**config.mk**
```make
export PLATFORM = sky130hd
export DESIGN_NAME = pipeline_ctrl_flat
export DESIGN_NICKNAME = d
export VERILOG_FILES = /design/src/rtl/pipeline_ctrl_pkg.sv /design/src/rtl/pipeline_ctrl_if.sv /design/src/rtl/pipeline_ctrl_hazard_detect.sv /design/src/rtl/pipeline_ctrl.sv /design/src/flat_wrapper.sv
export SDC_FILE = /design/constraint.sdc
export NUM_CORES = 1
export LEC_CHECK = 0
export BUFFER_PORTS_ARGS = -buffer_cell sky130_fd_sc_hd__buf_2
export CAP_MARGIN = 15
export CORE_ASPECT_RATIO = 0.7
export CORE_MARGIN = 3
export CORE_UTILIZATION = 48
export DETAILED_ROUTE_END_ITERATION = 10
export GPL_TIMING_DRIVEN = 0
export PLACE_DENSITY_LB_ADDON = 0.15
export SETUP_SLACK_MARGIN = 0.1
export SKIP_CTS_REPAIR_TIMING = 1
export SYNTH_ARGS = -nofsm -noshare
export SYNTH_HDL_FRONTEND = slang
export SYNTH_SLANG_ARGS = --single-unit
```
**constraint.sdc**
```tcl
create_clock -name i_clk -period 1.9 [get_ports i_clk]
set_input_delay 0 -clock i_clk [delete_from_list [all_inputs] [get_ports i_clk]]
set_output_delay 0 -clock i_clk [all_outputs]
set_load 0.02 [all_outputs]
```
**src/rtl/pipeline_ctrl_pkg.sv**
```systemverilog
// Shared types and constants for the pipeline stall/flush controller.
package pipeline_ctrl_pkg;

   typedef enum logic [1:0] {
      RUN    = 2'd0,
      KILL   = 2'd1,
      HALTED = 2'd2
   } state_e;

   localparam logic [31:0] NOP       = 32'h0000_0013;
   localparam int unsigned CNT_W_DEF = 32;

endpackage

```
**src/rtl/pipeline_ctrl_if.sv**
```systemverilog
// Hazard inputs and stage-control outputs between the datapath and the controller.
interface pipeline_ctrl_if #(
   parameter int unsigned CNT_W = pipeline_ctrl_pkg::CNT_W_DEF
);
   logic [4:0]       i_id_rs1_addr;
   logic [4:0]       i_id_rs2_addr;
   logic             i_id_uses_rs1;
   logic             i_id_uses_rs2;
   logic [4:0]       i_ex_rd_addr;
   logic             i_ex_mem_read;
   logic             i_ex_redirect;
   logic             i_imem_busy;
   logic             i_dmem_busy;
   logic             i_halt;
   logic             o_pc_en;
   logic             o_ifid_en;
   logic             o_ifid_flush;
   logic             o_idex_en;
   logic             o_idex_flush;
   logic             o_exmem_en;
   logic             o_memwb_en;
   logic             o_halted;
   logic [CNT_W-1:0] o_stall_cycles;
   logic [CNT_W-1:0] o_flush_count;

   modport master (
      output i_id_rs1_addr, i_id_rs2_addr, i_id_uses_rs1, i_id_uses_rs2,
             i_ex_rd_addr, i_ex_mem_read, i_ex_redirect, i_imem_busy,
             i_dmem_busy, i_halt,
      input  o_pc_en, o_ifid_en, o_ifid_flush, o_idex_en, o_idex_flush,
             o_exmem_en, o_memwb_en, o_halted, o_stall_cycles, o_flush_count
   );

   modport slave (
      input  i_id_rs1_addr, i_id_rs2_addr, i_id_uses_rs1, i_id_uses_rs2,
             i_ex_rd_addr, i_ex_mem_read, i_ex_redirect, i_imem_busy,
             i_dmem_busy, i_halt,
      output o_pc_en, o_ifid_en, o_ifid_flush, o_idex_en, o_idex_flush,
             o_exmem_en, o_memwb_en, o_halted, o_stall_cycles, o_flush_count
   );
endinterface

```
**src/rtl/pipeline_ctrl_hazard_detect.sv**
```systemverilog
// Load-use hazard detection: a load in EX whose rd feeds a source of the ID instruction.
module pipeline_ctrl_hazard_detect (
   input  logic [4:0] i_id_rs1_addr,
   input  logic [4:0] i_id_rs2_addr,
   input  logic       i_id_uses_rs1,
   input  logic       i_id_uses_rs2,
   input  logic [4:0] i_ex_rd_addr,
   input  logic       i_ex_mem_read,
   output logic       o_luh
);
   always_comb begin
      o_luh = i_ex_mem_read && (i_ex_rd_addr != 5'd0) &&
              ((i_id_uses_rs1 && (i_id_rs1_addr == i_ex_rd_addr)) ||
               (i_id_uses_rs2 && (i_id_rs2_addr == i_ex_rd_addr)));
   end
endmodule

```
**src/rtl/pipeline_ctrl.sv**
```systemverilog
// Stall/flush controller for the 5-stage pipeline: combinational stage controls,
// registered RUN/KILL/HALTED state and saturating stall/redirect counters.
module pipeline_ctrl
   import pipeline_ctrl_pkg::*;
#(
   parameter int unsigned CNT_W = CNT_W_DEF
) (
   input  logic           i_clk,
   input  logic           i_rst_n,
   pipeline_ctrl_if.slave bus
);

   state_e           state_q, state_d;
   logic             halted_q, halted_d;
   logic [CNT_W-1:0] stall_q, stall_d;
   logic [CNT_W-1:0] flush_q, flush_d;
   logic             luh;
   logic             stall_inc, flush_inc;
   logic             pc_en_c, ifid_en_c, ifid_flush_c, idex_en_c, idex_flush_c;
   logic             exmem_en_c, memwb_en_c;

   pipeline_ctrl_hazard_detect u_hazard (
      .i_id_rs1_addr (bus.i_id_rs1_addr),
      .i_id_rs2_addr (bus.i_id_rs2_addr),
      .i_id_uses_rs1 (bus.i_id_uses_rs1),
      .i_id_uses_rs2 (bus.i_id_uses_rs2),
      .i_ex_rd_addr  (bus.i_ex_rd_addr),
      .i_ex_mem_read (bus.i_ex_mem_read),
      .o_luh         (luh)
   );

   // Next state and stage controls; defaults freeze everything.
   always_comb begin
      state_d      = state_q;
      stall_inc    = 1'b0;
      flush_inc    = 1'b0;
      pc_en_c      = 1'b0;
      ifid_en_c    = 1'b0;
      ifid_flush_c = 1'b0;
      idex_en_c    = 1'b0;
      idex_flush_c = 1'b0;
      exmem_en_c   = 1'b0;
      memwb_en_c   = 1'b0;
      case (state_q)
         RUN: begin
            if (bus.i_halt) begin
               state_d = HALTED;
            end else if (bus.i_dmem_busy) begin
               // The frozen EX stage keeps any pending redirect for later.
               stall_inc = 1'b1;
            end else if (bus.i_ex_redirect) begin
               {pc_en_c, ifid_en_c, idex_en_c, exmem_en_c, memwb_en_c} = 5'b11111;
               ifid_flush_c = 1'b1;
               idex_flush_c = 1'b1;
               flush_inc    = 1'b1;
               if (bus.i_imem_busy) state_d = KILL;
            end else if (luh) begin
               {idex_en_c, exmem_en_c, memwb_en_c} = 3'b111;
               idex_flush_c = 1'b1;
               stall_inc    = 1'b1;
            end else if (bus.i_imem_busy) begin
               {ifid_en_c, idex_en_c, exmem_en_c, memwb_en_c} = 4'b1111;
               ifid_flush_c = 1'b1;
               stall_inc    = 1'b1;
            end else begin
               {pc_en_c, ifid_en_c, idex_en_c, exmem_en_c, memwb_en_c} = 5'b11111;
            end
         end
         KILL: begin
            if (bus.i_halt) begin
               state_d = HALTED;
            end else if (bus.i_dmem_busy) begin
               stall_inc = 1'b1;
            end else begin
               // Wrong-path fetch: the word arriving this cycle is dropped as a NOP.
               {ifid_en_c, idex_en_c, exmem_en_c, memwb_en_c} = 4'b1111;
               ifid_flush_c = 1'b1;
               stall_inc    = 1'b1;
               if (!bus.i_imem_busy) state_d = RUN;
            end
         end
         HALTED: state_d = HALTED;
         default: state_d = RUN;
      endcase
   end

   always_comb begin
      halted_d = (state_d == HALTED);
      stall_d  = stall_q;
      flush_d  = flush_q;
      if (stall_inc && (stall_q != {CNT_W{1'b1}})) stall_d = stall_q + CNT_W'(1);
      if (flush_inc && (flush_q != {CNT_W{1'b1}})) flush_d = flush_q + CNT_W'(1);
   end

   always_ff @(posedge i_clk or negedge i_rst_n) begin
      if (!i_rst_n) begin
         state_q  <= RUN;
         halted_q <= 1'b0;
         stall_q  <= '0;
         flush_q  <= '0;
      end else begin
         state_q  <= state_d;
         halted_q <= halted_d;
         stall_q  <= stall_d;
         flush_q  <= flush_d;
      end
   end

   assign bus.o_pc_en        = pc_en_c;
   assign bus.o_ifid_en      = ifid_en_c;
   assign bus.o_ifid_flush   = ifid_flush_c;
   assign bus.o_idex_en      = idex_en_c;
   assign bus.o_idex_flush   = idex_flush_c;
   assign bus.o_exmem_en     = exmem_en_c;
   assign bus.o_memwb_en     = memwb_en_c;
   assign bus.o_halted       = halted_q;
   assign bus.o_stall_cycles = stall_q;
   assign bus.o_flush_count  = flush_q;

   // EX holds a bubble while killing a fetch, so neither a redirect nor a load-use can appear.
   a_kill_quiet : assert property (@(posedge i_clk) disable iff (!i_rst_n)
      (state_q == KILL) |-> !(bus.i_ex_redirect || luh));

endmodule

```
**src/flat_wrapper.sv**
```systemverilog
// flat-port wrapper written by rule: the top's interface ports become plain ports
module pipeline_ctrl_flat import pipeline_ctrl_pkg::*;
#(
   parameter int unsigned CNT_W = CNT_W_DEF
)
  (i_clk, i_rst_n, bus_i_id_rs1_addr, bus_i_id_rs2_addr, bus_i_id_uses_rs1, bus_i_id_uses_rs2, bus_i_ex_rd_addr, bus_i_ex_mem_read, bus_i_ex_redirect, bus_i_imem_busy, bus_i_dmem_busy, bus_i_halt, bus_o_pc_en, bus_o_ifid_en, bus_o_ifid_flush, bus_o_idex_en, bus_o_idex_flush, bus_o_exmem_en, bus_o_memwb_en, bus_o_halted, bus_o_stall_cycles, bus_o_flush_count);
  pipeline_ctrl_if #(.CNT_W(CNT_W)) bus_i ();
  input  logic i_clk;
  input  logic i_rst_n;
  input wire logic [$bits(bus_i.i_id_rs1_addr)-1:0] bus_i_id_rs1_addr;
  input wire logic [$bits(bus_i.i_id_rs2_addr)-1:0] bus_i_id_rs2_addr;
  input wire logic [$bits(bus_i.i_id_uses_rs1)-1:0] bus_i_id_uses_rs1;
  input wire logic [$bits(bus_i.i_id_uses_rs2)-1:0] bus_i_id_uses_rs2;
  input wire logic [$bits(bus_i.i_ex_rd_addr)-1:0] bus_i_ex_rd_addr;
  input wire logic [$bits(bus_i.i_ex_mem_read)-1:0] bus_i_ex_mem_read;
  input wire logic [$bits(bus_i.i_ex_redirect)-1:0] bus_i_ex_redirect;
  input wire logic [$bits(bus_i.i_imem_busy)-1:0] bus_i_imem_busy;
  input wire logic [$bits(bus_i.i_dmem_busy)-1:0] bus_i_dmem_busy;
  input wire logic [$bits(bus_i.i_halt)-1:0] bus_i_halt;
  output wire logic [$bits(bus_i.o_pc_en)-1:0] bus_o_pc_en;
  output wire logic [$bits(bus_i.o_ifid_en)-1:0] bus_o_ifid_en;
  output wire logic [$bits(bus_i.o_ifid_flush)-1:0] bus_o_ifid_flush;
  output wire logic [$bits(bus_i.o_idex_en)-1:0] bus_o_idex_en;
  output wire logic [$bits(bus_i.o_idex_flush)-1:0] bus_o_idex_flush;
  output wire logic [$bits(bus_i.o_exmem_en)-1:0] bus_o_exmem_en;
  output wire logic [$bits(bus_i.o_memwb_en)-1:0] bus_o_memwb_en;
  output wire logic [$bits(bus_i.o_halted)-1:0] bus_o_halted;
  output wire logic [$bits(bus_i.o_stall_cycles)-1:0] bus_o_stall_cycles;
  output wire logic [$bits(bus_i.o_flush_count)-1:0] bus_o_flush_count;
  assign bus_i.i_id_rs1_addr = bus_i_id_rs1_addr;
  assign bus_i.i_id_rs2_addr = bus_i_id_rs2_addr;
  assign bus_i.i_id_uses_rs1 = bus_i_id_uses_rs1;
  assign bus_i.i_id_uses_rs2 = bus_i_id_uses_rs2;
  assign bus_i.i_ex_rd_addr = bus_i_ex_rd_addr;
  assign bus_i.i_ex_mem_read = bus_i_ex_mem_read;
  assign bus_i.i_ex_redirect = bus_i_ex_redirect;
  assign bus_i.i_imem_busy = bus_i_imem_busy;
  assign bus_i.i_dmem_busy = bus_i_dmem_busy;
  assign bus_i.i_halt = bus_i_halt;
  assign bus_o_pc_en = bus_i.o_pc_en;
  assign bus_o_ifid_en = bus_i.o_ifid_en;
  assign bus_o_ifid_flush = bus_i.o_ifid_flush;
  assign bus_o_idex_en = bus_i.o_idex_en;
  assign bus_o_idex_flush = bus_i.o_idex_flush;
  assign bus_o_exmem_en = bus_i.o_exmem_en;
  assign bus_o_memwb_en = bus_i.o_memwb_en;
  assign bus_o_halted = bus_i.o_halted;
  assign bus_o_stall_cycles = bus_i.o_stall_cycles;
  assign bus_o_flush_count = bus_i.o_flush_count;
  pipeline_ctrl #(.CNT_W(CNT_W)) u_core (.i_clk(i_clk), .i_rst_n(i_rst_n), .bus(bus_i));
endmodule
```
==> flow_summary_export.csv <==
group,metric,value,unit
outcome,status,"complete, but fails checks",
outcome,violations,"negative setup slack",
timing,rsz0062_at_grt,"yes",
timing,setup_ws,-160,ps
place,place_hpwl,6060,µm
finish,nets,526,
yosys,synth_top_area_cell,"dfrtp_1",
timing,slew_headroom,41.9,%
cts,h-tree-depth,3,
timing,whs,24.9,ps
place,io_buffers,95,
yosys,synth_edf_count,0,
detailed_routing,vias,3282,
yosys,yosysMostFrequentCell,"dfrtp_1",
place,routabilityCongestion,0.801,
yosys,synthFlopType,"dfrtp_1",
die,core-area,6940,µm²
detailed_routing,post-route-drc-count,0,
detailed_routing,avgViaCountPerCell,5.48,
detailed_routing,ant_nets,0,
finish,antenna_cells,0,
die,die_y,77.8,µm
finish,drive_gt1_share,59.4,%
cts,cts_root_buf,"clkbuf_8",
die,top_level_ports,96,
timing,period_needed,2060,ps
cts,cts_made_buffers,9,
detailed_routing,first_iter_violations,154,
min_path,holdPathStages,3,
yosys,ys_seq_area_share,47.4,%
critical_path,end_kind,"register",
critical_path,r2r_slack,-160,ps
critical_path,start_kind,"register",
global_route,grt_pass1_vias,2802,
die,die_x,109,µm
yosys,synth_area_leaders,"dfrtp_1 47%, xnor2_1 12%, xor2_1 5.4%",
critical_path,cpPeakStageDelay,410,ps
yosys,synth_top_cell_area_share,47.4,%
timing,final_hold_viol_count,0,
pwr,power.density,575,nW/µm²
timing,finClkSkew,9.83,ps
detailed_routing,post_drt_wl_per_cell,17.5,µm
min_path,hp-class,"input pin to register",
detailed_routing,first_pass_iters,4,
cts,clock_sinks,67,
global_route,grt_usage,21.1,%
yosys,yosys_register_bits,67,
min_path,hold-path-endpoint,"u_core.state_q[0]",
timing,setup_viol,28,
finish,area_delta_synth_final,57.3,%
critical_path,cp_slowest_cell,"dfrtp_2",
cts,clkTransAtPathRegs,80,ps
detailed_routing,wirelength,10500,µm
global_route,grt_start_max_net_pins,68,
yosys,async_flop_share,100,%
timing,fmax,0.486,GHz
cts,clk_path_buf_depth,2,
yosys,syn_area,3540,µm²
yosys,synth_cell_type_count,53,
die,rows,25,
yosys,netlist_instances,327,
critical_path,crit_chain,"nand4_4, nor4_4, nand2b_1, buf_6, buf_6, nor4b_4, nand3_1, xnor2_1",
critical_path,crit_fanout,5,
timing,maxSlewViolCount,0,
pwr,vdd_drop_max,0.000340,V
die,die-area,8450,µm²
pwr,leakagePower,2.69,nW
finish,stdcell_area,5570,µm²
critical_path,criticalPathCategory,"register to register",
global_route,grt_overflow_total,0,
die,start_util,51.0,%
timing,worst_pin_slew,871,ps
critical_path,regToRegStartpoint,"u_core.bus.o_stall_cycles[9]",
critical_path,cp_common_cell,"buf_6",
critical_path,crit_required,2120,ps
yosys,avgSynthCellArea,10.8,µm²
min_path,hp-start,"bus_i_imem_busy",
yosys,ys_warn_count,0,
critical_path,r2r-end,"u_core.bus.o_stall_cycles[31]",
place,place_area,4280,µm²
critical_path,r2r_cells,8,
job,drv_cap,0,
global_route,antenna_found_initial,0,
cts,insertion_delay,350,ps
cts,tritoncts,"yes",
critical_path,crit_arrival,2280,ps
timing,fin_crit_sh,108,%
global_route,grt_pass1_wl,14000,µm
yosys,synth_common_cells,"67 x dfrtp_1, 47 x xnor2_1, 27 x nand2_1",
yosys,synth.net_count,353,
-- cell usage in the layout, fill, tap and decap left out, drive strengths merged, types with 2 or more instances in the layout --
cell type and instances:
inv 9, nand4 18, mux2 3, o21ai 2, o21a 2, ha 2
nor2b 2, a21oi 5, nor2 15, and3 10, clkinv 3, and4 7
nand2 28, nor4b 5, xnor2 47, buf 166, nand3 25, xor2 22
and2 9, nor3 9, nor4 13, dfrtp 67, nand2b 2, clkbuf 11
or2 2, bufinv 3, a31oi 4
-- power by group --
group	total, mW	switching [mW]	internal (mW)
logic	0.251	0.142	0.108
registers	1.50	0.0428	1.46
clock network	1.45	0.580	0.869
-- routing by layer --
layer  vias to the layer above  global-route usage [%]  wire [µm]  share of wire [%]
met5                         -                       0          0                  0
met4                         0                    5.67        163                1.6
met3                        18                    6.48        648                6.2
met2                       116                    31.2       5040                 48
met1                      1643                    30.1       4610                 44
li1                       1505                       -          -                  -
-- final cells by class --
type	instances	area [µm²]
flip-flops and latches	67	1710
multi-input cells	244	2330
inverters	9	33.8
repair buffers	161	1050
clock buffers	9	124
well taps	94	118
plain buffers	8	80.1
clock inverters	7	116
fillers	447	1380
-- per-stage QoR --
| stage | setup TNS [ps] | util, % | worst slack (ps) | power, mW | cells |
|---|---|---|---|---|---|
| 2_1_floorplan | -70.7 | - | -40.5 | 1.62 | 327 |
| 3_3_place_gp | -2710 | 61.6 | -181 | 1.73 | 516 |
| 3_5_place_dp | -4580 | 61.6 | -234 | 1.74 | 516 |
| 4_1_cts | -5740 | 65.1 | -272 | 3.17 | 532 |
| 5_1_grt | -6380 | 80.1 | -278 | 3.31 | 599 |
| 6_report | -2000 | 80.1 | -160 | 3.20 | 599 |
-- worst max path at each step --
| stage | cells past startpoint | slack (ps) | end | start |
|---|---|---|---|---|
| CTS | 6 | -270 | u_core.bus.o_flush_count[12] | u_core.state_q[0] |
| floorplan | 8 | -40 | u_core.bus.o_stall_cycles[1] | u_core.bus.o_stall_cycles[15] |
| finish | 8 | -160 | u_core.bus.o_stall_cycles[31] | u_core.bus.o_stall_cycles[9] |
| detailed placement | 6 | -230 | u_core.bus.o_flush_count[12] | u_core.state_q[0] |
| global route | 8 | -280 | u_core.bus.o_stall_cycles[31] | u_core.bus.o_stall_cycles[7] |
| global placement | 6 | -180 | u_core.bus.o_flush_count[12] | u_core.state_q[0] |
-- cells by family (layout without fill, tap and decap cells) --
group	Yosys count	in the layout	synth area share (%)
adders and majority gates	2	2	0.707
buffers and inverters	17	194	2.76
and+or+nand+nor	148	149	26.4
DFF	67	67	47.4
AOI/OAI and AO/OA	21	21	4.74
xor gates and xnor gates	69	69	17.1
muxes	3	3	0.955
-- critical path: cells and delay by family (launching register included) --
family | cells | cell delay, ps
xor+xnor | 1 | 160
buf+inv | 2 | 260
simple gates | 5 | 1090
flops | 1 | 410
-- state kept, by name, indices dropped and copies added, names as in the netlist --
| register | flops |
|---|---|
| u_core.state_q | 2 |
| u_core.bus.o_flush_count | 32 |
| u_core.bus.o_stall_cycles | 32 |
| u_core.bus.o_halted | 1 |
(Power assumes the default switching activity.)
